[src/rtl/led_status_pkg.sv]
// Shared constants for the status LED driver: per-LED mode encodings and the
// pin level that leaves an active-low LED dark.
package led_status_pkg;

   localparam logic [1:0] LED_OFF  = 2'b00;
   localparam logic [1:0] LED_ON   = 2'b01;
   localparam logic [1:0] LED_SLOW = 2'b10;
   localparam logic [1:0] LED_FAST = 2'b11;

   localparam logic LED_IDLE_N = 1'b1;

endpackage

[src/rtl/led_pulse_stretch.sv]
// Stretches a short event strobe into a flash lasting STRETCH_TICKS timebase
// ticks; a new event reloads the counter, even when it lands on a tick.
module led_pulse_stretch #(
   parameter int STRETCH_TICKS = 50
) (
   input  logic clk,
   input  logic rst_n,
   input  logic tick_i,
   input  logic event_i,
   output logic active_o
);

   localparam int CNT_W = $clog2(STRETCH_TICKS + 1);
   localparam logic [CNT_W-1:0] CNT_LOAD = CNT_W'(STRETCH_TICKS);
   localparam logic [CNT_W-1:0] CNT_ONE  = CNT_W'(1);

   logic [CNT_W-1:0] cnt_q, cnt_d;

   always_comb begin
      cnt_d = cnt_q;
      if (event_i) begin
         cnt_d = CNT_LOAD;
      end else if (tick_i && (cnt_q != '0)) begin
         cnt_d = cnt_q - CNT_ONE;
      end
   end

   always_ff @(posedge clk or negedge rst_n) begin
      if (!rst_n) begin
         cnt_q <= '0;
      end else begin
         cnt_q <= cnt_d;
      end
   end

   // The live strobe counts as active so the flash appears one clk after the event.
   assign active_o = event_i || (cnt_q != '0);

endmodule

[src/rtl/led_status_driver.sv]
// Active-low status LED driver: per-LED off/on/slow/fast modes plus stretched
// event flashes, all phase-locked to one prescaled tick. LED_STATUS_PWM_EN adds brightness PWM.
module led_status_driver
   import led_status_pkg::*;
#(
   parameter int N_LED         = 4,
   parameter int TICK_DIV      = 100000,
   parameter int SLOW_TICKS    = 500,
   parameter int FAST_TICKS    = 125,
   parameter int STRETCH_TICKS = 50
) (
   input  logic               clk,
   input  logic               rst_n,
   input  logic [2*N_LED-1:0] mode,
   input  logic [N_LED-1:0]   event_in,
   input  logic [3:0]         bright,
   output logic [N_LED-1:0]   led_n,
   output logic               tick_o
);

   localparam int PRESC_W = $clog2(TICK_DIV);
   localparam int SLOW_W  = $clog2(SLOW_TICKS + 1);
   localparam int FAST_W  = $clog2(FAST_TICKS + 1);

   localparam logic [PRESC_W-1:0] PRESC_LAST = PRESC_W'(TICK_DIV - 1);
   localparam logic [PRESC_W-1:0] PRESC_ONE  = PRESC_W'(1);
   localparam logic [SLOW_W-1:0]  SLOW_LAST  = SLOW_W'(SLOW_TICKS - 1);
   localparam logic [SLOW_W-1:0]  SLOW_ONE   = SLOW_W'(1);
   localparam logic [FAST_W-1:0]  FAST_LAST  = FAST_W'(FAST_TICKS - 1);
   localparam logic [FAST_W-1:0]  FAST_ONE   = FAST_W'(1);

   logic [PRESC_W-1:0] presc_q, presc_d;
   logic               tick_q, tick_d;
   logic [SLOW_W-1:0]  slow_cnt_q, slow_cnt_d;
   logic [FAST_W-1:0]  fast_cnt_q, fast_cnt_d;
   logic               slow_ph_q, slow_ph_d;
   logic               fast_ph_q, fast_ph_d;
   logic [N_LED-1:0]   led_q, led_d;

   logic [N_LED-1:0]   mode_lit;
   logic [N_LED-1:0]   stretch_act;
   logic [N_LED-1:0]   lit;
   logic [N_LED-1:0]   lit_final;

   always_comb begin
      presc_d    = (presc_q == PRESC_LAST) ? '0 : presc_q + PRESC_ONE;
      tick_d     = (presc_q == PRESC_LAST);
      slow_cnt_d = slow_cnt_q;
      slow_ph_d  = slow_ph_q;
      fast_cnt_d = fast_cnt_q;
      fast_ph_d  = fast_ph_q;
      if (tick_q) begin
         if (slow_cnt_q == SLOW_LAST) begin
            slow_cnt_d = '0;
            slow_ph_d  = ~slow_ph_q;
         end else begin
            slow_cnt_d = slow_cnt_q + SLOW_ONE;
         end
         if (fast_cnt_q == FAST_LAST) begin
            fast_cnt_d = '0;
            fast_ph_d  = ~fast_ph_q;
         end else begin
            fast_cnt_d = fast_cnt_q + FAST_ONE;
         end
      end
   end

   // Blink modes read the shared phases, so a mode change never re-phases an LED.
   always_comb begin
      mode_lit = '0;
      for (int i = 0; i < N_LED; i++) begin
         case (mode[2*i +: 2])
            LED_OFF:  mode_lit[i] = 1'b0;
            LED_ON:   mode_lit[i] = 1'b1;
            LED_SLOW: mode_lit[i] = slow_ph_q;
            LED_FAST: mode_lit[i] = fast_ph_q;
         endcase
      end
   end

   for (genvar g = 0; g < N_LED; g++) begin : g_stretch
      led_pulse_stretch #(
         .STRETCH_TICKS(STRETCH_TICKS)
      ) u_stretch (
         .clk     (clk),
         .rst_n   (rst_n),
         .tick_i  (tick_q),
         .event_i (event_in[g]),
         .active_o(stretch_act[g])
      );
   end

   assign lit = mode_lit | stretch_act;

`ifdef LED_STATUS_PWM_EN
   logic [3:0] pwm_q, pwm_d;

   assign pwm_d = pwm_q + 4'd1;

   always_ff @(posedge clk or negedge rst_n) begin
      if (!rst_n) begin
         pwm_q <= 4'd0;
      end else begin
         pwm_q <= pwm_d;
      end
   end

   assign lit_final = lit & {N_LED{pwm_q < bright}};
`else
   logic unused_bright;

   assign unused_bright = ^bright;
   assign lit_final     = lit;
`endif

   assign led_d = ~lit_final;

   always_ff @(posedge clk or negedge rst_n) begin
      if (!rst_n) begin
         presc_q    <= '0;
         tick_q     <= 1'b0;
         slow_cnt_q <= '0;
         fast_cnt_q <= '0;
         slow_ph_q  <= 1'b0;
         fast_ph_q  <= 1'b0;
         led_q      <= {N_LED{LED_IDLE_N}};
      end else begin
         presc_q    <= presc_d;
         tick_q     <= tick_d;
         slow_cnt_q <= slow_cnt_d;
         fast_cnt_q <= fast_cnt_d;
         slow_ph_q  <= slow_ph_d;
         fast_ph_q  <= fast_ph_d;
         led_q      <= led_d;
      end
   end

   assign led_n  = led_q;
   assign tick_o = tick_q;

endmodule

[config.mk]
export PLATFORM = sky130hd
export DESIGN_NAME = led_status_driver
export DESIGN_NICKNAME = d
export VERILOG_FILES = /design/src/rtl/led_status_pkg.sv /design/src/rtl/led_pulse_stretch.sv /design/src/rtl/led_status_driver.sv
export SDC_FILE = /design/constraint.sdc
export NUM_CORES = 1
export LEC_CHECK = 0
export CORE_MARGIN = 2
export CORE_UTILIZATION = 25
export DETAILED_ROUTE_END_ITERATION = 8
export PLACE_DENSITY = 0.53
export SLEW_MARGIN = 20
export SYNTH_ARGS = -nofsm -noshare
export SYNTH_HDL_FRONTEND = slang
export SYNTH_SLANG_ARGS = --single-unit
[constraint.sdc]
create_clock -name clk -period 4.65 [get_ports clk]
set_input_delay 0.93 -clock clk [delete_from_list [all_inputs] [get_ports clk]]
set_output_delay 0.93 -clock clk [all_outputs]
set_load 0.05 [all_outputs]
==> summary.md, run 1 <==
## Run status
* finished, final reports clean — run status

## Logic synthesis
* 314 — post-synthesis cell count
* 3246 µm² — Synth Cell Area
* 100.0% — fraction of registers with async set/reset
* 64 — FF+latch count, synth
* 344 — synthesized netlist net count
* 0 — Post-synth EDFFs
* 49.50% — sequential-to-total area share from yosys stat
* 0 — number of warnings issued by yosys
* sky130_fd_sc_hd__dfrtp_1 — Synth Flop Type
* 44 — post-synth cell types
* 10.34 µm² — post-synthesis average cell area

## Setup path
* 6 — cell depth of the worst flop-to-flop path
* clkdlybuf4s50_1 — critical-path cell list
* 1 — critical path peak fanout
* sky130_fd_sc_hd__clkdlybuf4s50_1 — slowest cell on the critical path
* 1.63 ns — data arrival time of the worst path
* g_stretch[1].u_stretch.cnt_q[0]$_DFFE_PN0P_ — launching point of the worst reg2reg path
* flop — Setup crit start kind
* g_stretch[1].u_stretch.cnt_q[4]$_DFFE_PN0P_ — end of the worst register-to-register path
* output pin — Worst setup EP type
* 0.80 ns — longest individual stage delay on the worst path
* 2.87 ns — Reg2Reg Setup Slack
* 3.72 ns — endpoint required time on the critical path
* buffers and inverters — Top delay family on crit path
* 1 — buffers plus inverters on the worst setup path
* reg -> out — Worst Setup Path Type

## Layout
* 0 — number of antenna diodes
* 369 — layout net count
* sky130_fd_sc_hd__dfrtp_1, sky130_fd_sc_hd__nor2_1, sky130_fd_sc_hd__xor2_1 — top library cells by usage in the layout, fill and taps aside
* 21.55% — area added between synthesis and finish
* sky130_fd_sc_hd__dfrtp_1 — most common cell after layout, fill and taps aside
* 31.13% — end-of-flow core utilization
* 9.038% — layout cell share with drive strength beyond 1

## Clocking
* 9 — total CTS buffers
* 0 — setup fix buffers added after clock tree synthesis
* done — TritonCTS clock tree
* 0.32 ns — insertion delay to the later sink of the worst-skew pair
* sky130_fd_sc_hd__clkbuf_16 — clock root buffer master
* 0 — number of hold-repair buffers added at the cts stage
* 0.05 ns — clock transition at the register clock pins on the worst setup and hold paths after CTS
* 3 — H-tree levels
* 64 — clock sinks
* 0 — Resized cells post-CTS
* 2 — largest buffer count on any clock path

## Timing
* 0 — final hold vios
* 0 — fin. max-slew vios
* 54.97% — period utilisation layout
* 0.005115 ns — maximum clock skew at final layout
* 2.556 ns — post-layout minimum cycle time
* 0 ns — setup TNS after final layout
* false — RSZ-0062 raised after global routing
* 37.58% — slew margin rel.
* 0.9362 ns — actual transition at the worst max-transition pin
* 391.2 MHz — Max Fclk
* 0 — Final setup viols

## Routing
* 6 — number of search-and-repair iterations in the first detailed-routing pass
* 4.553 — DR vias/cell
* 0 — antenna violation net count after detailed routing
* 0 — DRC violations left
* 204 — 1st-iter DRT viols
* 2345 — DR vias
* 5978 µm — detailed-route wire length
* 11.61 µm — routed wirelength normalized by instance count

## Power and ir drop
* 246.0 µW — net switching component of the power
* 18.78% — net switching fraction of the power
* 42.6% — register share of total power
* 1.064 mW — Internal Dissipation
* 55.2% — Clk pwr share
* 145.9 µV — VDD IR-drop max
* 332.0 nW/µm² — Power per Cell Area
* 2.3% — part of the total power dissipated in combinational logic
* 1.586 nW — Leakage Power

## Global routing
* 9.349% — Total GRT Usage
* 0 — initial antenna violation count
* 0 — total global routing overflow
* 42 — largest net degree at the start of global routing
* 10760 µm — global-route wire length before repair
* 2348 — vias in the first global route

## Die
* 25.61% — initial core utilization
* 117.9 µm — height of the chip
* 117.9 µm — Die X-Extent
* 12670 µm² — area inside the core boundary
* 13910 µm² — overall die area
* 23 — number of I/O pins
* 41 — number of placement rows

## Worst hold path
* reg -> reg — worst hold-check path type
* fast_ph_q$_DFFE_PN0P_ — worst hold start
* fast_ph_q$_DFFE_PN0P_ — Min-Delay Endpoint
* 1 — Cells on Worst Hold Path

## Place
* 18 — Port Buffers
* 4007 µm — DP HPWL
* 0.7644 — RePlAce Congestion

## Job
* 0 — max-cap violations

[cell families (layout without fill, tap and decap cells)]
| logic type | Yosys count | in the layout | synth area share (%) |
|---|---|---|---|
| and+or+nand+nor | 135 | 135 | 23.21 |
| DFF | 64 | 64 | 49.50 |
| AOI/OAI and AO/OA | 47 | 47 | 10.14 |
| xor gates and xnor gates | 34 | 34 | 9.175 |
| buffers and inverters | 19 | 48 | 2.352 |
| adders and majority gates | 12 | 12 | 4.626 |
| muxes | 3 | 3 | 1.002 |
[cell type report]
type	instances	area, µm²
multi-input combinational	231	1563
fill	1289	8726
sequential	64	1607
inverter	13	48.80
tap	172	215.2
clock inverter	3	65.06
clock buffer	12	256.5
timing repair buffer	20	190.2
[registers in the layout (all words and copies together), names as in the netlist]
| name | flops |
|---|---|
| g_stretch.u_stretch.cnt_q | 24 |
| presc_q | 17 |
| slow_cnt_q | 9 |
| fast_cnt_q | 7 |
| led_n | 4 |
| fast_ph_q | 1 |
| slow_ph_q | 1 |
| tick_o | 1 |
[power by group through the flow]
stage | clock network, mW | registers, mW | logic (mW)
finish | 0.722 | 0.558 | 0.0296
global route | 0.771 | 0.557 | 0.0338
CTS | 0.745 | 0.557 | 0.0313
detailed placement | 0 | 0.567 | 0.0310
global placement | 0 | 0.567 | 0.0308
floorplan | 0 | 0.567 | 0.00290
[layer usage]
| layer | track usage [%] | up-vias | share of wire (%) |
|---|---|---|---|
| li1 | - | 1172 | - |
| met1 | 11.82 | 1126 | 51 |
| met2 | 14.39 | 41 | 43 |
| met3 | 3.828 | 6 | 4.9 |
| met4 | 3.238 | 0 | 0.77 |
| met5 | 0 | - | 0 |
[synth_stat cells, types with 3 or more instances]
cell / number / area [µm²]
sky130_fd_sc_hd__nand2b_1: 9 / 56.30
sky130_fd_sc_hd__dfstp_2: 4 / 105.1
sky130_fd_sc_hd__and3_1: 5 / 31.28
sky130_fd_sc_hd__nand4_1: 14 / 87.58
sky130_fd_sc_hd__buf_2: 4 / 20.02
sky130_fd_sc_hd__nand2_1: 15 / 56.30
sky130_fd_sc_hd__nand3_1: 8 / 40.04
sky130_fd_sc_hd__a31oi_1: 7 / 43.79
sky130_fd_sc_hd__ha_1: 12 / 150.1
sky130_fd_sc_hd__or3_1: 3 / 18.77
sky130_fd_sc_hd__xnor2_1: 12 / 105.1
sky130_fd_sc_hd__o21ai_2: 3 / 26.28
sky130_fd_sc_hd__nor4_1: 4 / 25.02
sky130_fd_sc_hd__a211o_1: 4 / 35.03
sky130_fd_sc_hd__or3b_1: 6 / 52.55
sky130_fd_sc_hd__nor2b_1: 4 / 25.02
sky130_fd_sc_hd__dfrtp_1: 60 / 1501
sky130_fd_sc_hd__nor3_1: 13 / 65.06
sky130_fd_sc_hd__xor2_1: 22 / 192.7
sky130_fd_sc_hd__o21ai_1: 4 / 20.02
sky130_fd_sc_hd__nor2_1: 37 / 138.9
sky130_fd_sc_hd__o21ai_0: 6 / 30.03
sky130_fd_sc_hd__inv_1: 13 / 48.80
sky130_fd_sc_hd__and4_1: 6 / 52.55
sky130_fd_sc_hd__o211ai_1: 5 / 37.54
sky130_fd_sc_hd__a21oi_1: 9 / 45.04
sky130_fd_sc_hd__a22o_1: 3 / 26.28
[worst max-delay path by stage]
stage,to,from,cells past startpoint
detailed placement,led_n[0],led_n[0]$_DFF_PN1_,1
global placement,led_n[0],led_n[0]$_DFF_PN1_,1
global route,led_n[2],led_n[2]$_DFF_PN1_,1
floorplan,slow_ph_q$_DFFE_PN0P_,tick_o$_DFF_PN0_,4
finish,led_n[2],led_n[2]$_DFF_PN1_,1
CTS,led_n[2],led_n[2]$_DFF_PN1_,1
[per-stage QoR]
stage / area, µm² / total power, mW / std cells / hold WS [ns] / setup slack [ns]
after global placement: 3623 / 0.5979 / 500 / 0.4611 / 2.426
after global routing: 3945 / 1.362 / 515 / 0.4954 / 2.059
after detailed placement: 3623 / 0.5981 / 500 / 0.4674 / 2.424
after CTS: 3945 / 1.334 / 515 / 0.4788 / 2.076
after floorplan: 3246 / 0.5702 / 314 / 0.4426 / 2.924
final: 3945 / 1.310 / 515 / 0.4752 / 2.094
Power figures use the tool's default switching activity.
==> run 2, diff against run 1 <==
- PLACE_DENSITY: 0.53 -> 0.54
- clock period: 4.65 -> 2.2 ns (I/O delays scaled with it)
==> summary.md, run 2 (synthesis results as in run 1) <==
## Run status
* finished, final reports clean — run status

## Power and ir drop
* 2.141 mW — Internal Dissipation
* 2.671 mW — Total Power
* 1.592 nW — Leakage Power
* 530.4 µW — net switching component of the power
* 675.6 nW/µm² — Power per Cell Area
* 325.4 µV — VDD IR-drop max
* 19.85% — net switching fraction of the power
* 44.1% — register share of total power
* 2.5% — part of the total power dissipated in combinational logic
* 53.4% — Clk pwr share

## Routing
* 11.73 µm — routed wirelength normalized by instance count
* 100 — 1st-iter DRT viols
* 4 — number of search-and-repair iterations in the first detailed-routing pass
* 0 — antenna violation net count after detailed routing
* 6063 µm — detailed-route wire length
* 2357 — DR vias
* 0 — DRC violations left
* 4.559 — DR vias/cell

## Global routing
* 2312 — vias in the first global route
* 0 — total global routing overflow
* 0 — initial antenna violation count
* 10680 µm — global-route wire length before repair
* 65 — largest net degree at the start of global routing
* 9.387% — Total GRT Usage

## Clocking
* done — TritonCTS clock tree
* sky130_fd_sc_hd__clkbuf_16 — clock root buffer master
* 0.05 ns — clock transition at the register clock pins on the worst setup and hold paths after CTS
* 2 — largest buffer count on any clock path
* 64 — clock sinks
* 0 — setup fix buffers added after clock tree synthesis
* 0 — number of hold-repair buffers added at the cts stage
* 0 — Resized cells post-CTS
* 3 — H-tree levels
* 0.32 ns — insertion delay to the later sink of the worst-skew pair
* 9 — total CTS buffers

## Die
* 41 — number of placement rows
* 13910 µm² — overall die area
* 25.61% — initial core utilization
* 117.9 µm — Die X-Extent
* 12670 µm² — area inside the core boundary
* 23 — number of I/O pins
* 117.9 µm — height of the chip

## Place
* 18 — Port Buffers
* 0.7749 — RePlAce Congestion
* 3654 µm² — Cell Area, Placed
* 4179 µm — DP HPWL

## Setup path
* 1.76 ns — endpoint required time on the critical path
* clkdlybuf4s50_1 — critical-path cell list
* 1 — critical path peak fanout
* 0.79 ns — longest individual stage delay on the worst path
* output pin — Worst setup EP type
* flop — Setup crit start kind
* reg -> out — Worst Setup Path Type
* sky130_fd_sc_hd__clkdlybuf4s50_1 — slowest cell on the critical path
* 1 — buffers plus inverters on the worst setup path
* 1.63 ns — data arrival time of the worst path
* buffers and inverters — Top delay family on crit path

## Layout
* 24 — flip-flop count of the largest register, all copies and words added
* 1331 — fill cell total of the finished layout
* g_stretch.u_stretch.cnt_q (24), presc_q (17), slow_cnt_q (9) — registers with the highest flip-flop counts
* sky130_fd_sc_hd__dfrtp_1, sky130_fd_sc_hd__nor2_1, sky130_fd_sc_hd__xor2_1 — top library cells by usage in the layout, fill and taps aside
* g_stretch.u_stretch.cnt_q — largest register by flop count
* 370 — layout net count
* 9.565% — layout cell share with drive strength beyond 1
* 1563 µm² — area used by multi-input combinational logic
* 31.20% — end-of-flow core utilization
* 0 — number of antenna diodes
* 3954 µm² — final non-filler cell area
* 1607 µm² — FF/Latch Area
* sky130_fd_sc_hd__dfrtp_1 — most common cell after layout, fill and taps aside
* 21.82% — area added between synthesis and finish

## Timing
* 0 — fin. max-slew vios
* 66.82% — slew margin rel.
* 2.067 ns — post-layout minimum cycle time
* 0 — final hold vios
* 483.8 MHz — Max Fclk
* 0.4962 ns — actual transition at the worst max-transition pin
* 0 — Final setup viols
* 0 ns — setup TNS after final layout
* 0.005103 ns — maximum clock skew at final layout
* 93.96% — period utilisation layout
* false — RSZ-0062 raised after global routing

## Worst hold path
* in -> async — worst hold-check path type

## Job
* 0 — max-cap violations

## run 2: cell types whose count changed in the layout (fill, tap and decap cells not counted)
| cell | previous run | this run |
|---|---|---|
| sky130_fd_sc_hd__buf_12 | 0 | 2 |
| sky130_fd_sc_hd__clkbuf_1 | 1 | 2 |
| sky130_fd_sc_hd__clkdlybuf4s50_1 | 17 | 16 |
| sky130_fd_sc_hd__clkinv_2 | 1 | 2 |
| sky130_fd_sc_hd__bufinv_16 | 2 | 1 |
## run 2: final cells by class
| type | count | area share, % |
|---|---|---|
| clock buffers | 13 | 6.582 |
| inverters | 13 | 1.234 |
| flip-flops and latches | 64 | 40.63 |
| clock inverters | 3 | 1.013 |
| multi-input cells | 231 | 39.53 |
| well taps | 172 | 5.443 |
| repair buffers | 21 | 5.570 |
## run 2: stage by stage
stage / hold WS, ns / setup WS, ns / instances
floorplan: 0.1444 / 0.4744 / 314
global placement: 0.4602 / 0.4589 / 501
detailed placement: 0.4764 / 0.4098 / 501
CTS: 0.1392 / 0.1117 / 517
global route: 0.1534 / 0.1036 / 517
finish: 0.1187 / 0.1329 / 517
## run 2: per-layer routing
layer	vias to the layer above	GRT usage, %	part of all wire (%)
met2	41	14.32	45
met5	-	0	0
met3	10	3.682	4.9
li1	1172	-	-
met4	0	3.690	1.6
met1	1134	11.91	49
## run 2: power groups by stage
stage / sequential [mW] / combinational [mW] / clock (mW)
finish: 1.18 / 0.0655 / 1.43
global placement: 1.20 / 0.0678 / 0
floorplan: 1.20 / 0.00614 / 0
CTS: 1.18 / 0.0687 / 1.48
global route: 1.18 / 0.0747 / 1.52
detailed placement: 1.20 / 0.0684 / 0
## run 2: final timing paths
check	from	endpoint	slack, ns	cells after the start
setup / recovery	led_n[2]$_DFF_PN1_	led_n[2]	0.13	1
hold / removal	rst_n	presc_q[1]$_DFF_PN0_	0.12	2
setup reg to reg	g_stretch[1].u_stretch.cnt_q[0]$_DFFE_PN0P_	g_stretch[1].u_stretch.cnt_q[4]$_DFFE_PN0P_	0.44	6
hold reg to reg	presc_q[0]$_DFF_PN0_	presc_q[0]$_DFF_PN0_	0.48	1
max in group asynchronous	rst_n	led_n[2]$_DFF_PN1_	1.76	2
min in group clk	presc_q[0]$_DFF_PN0_	presc_q[0]$_DFF_PN0_	0.48	1
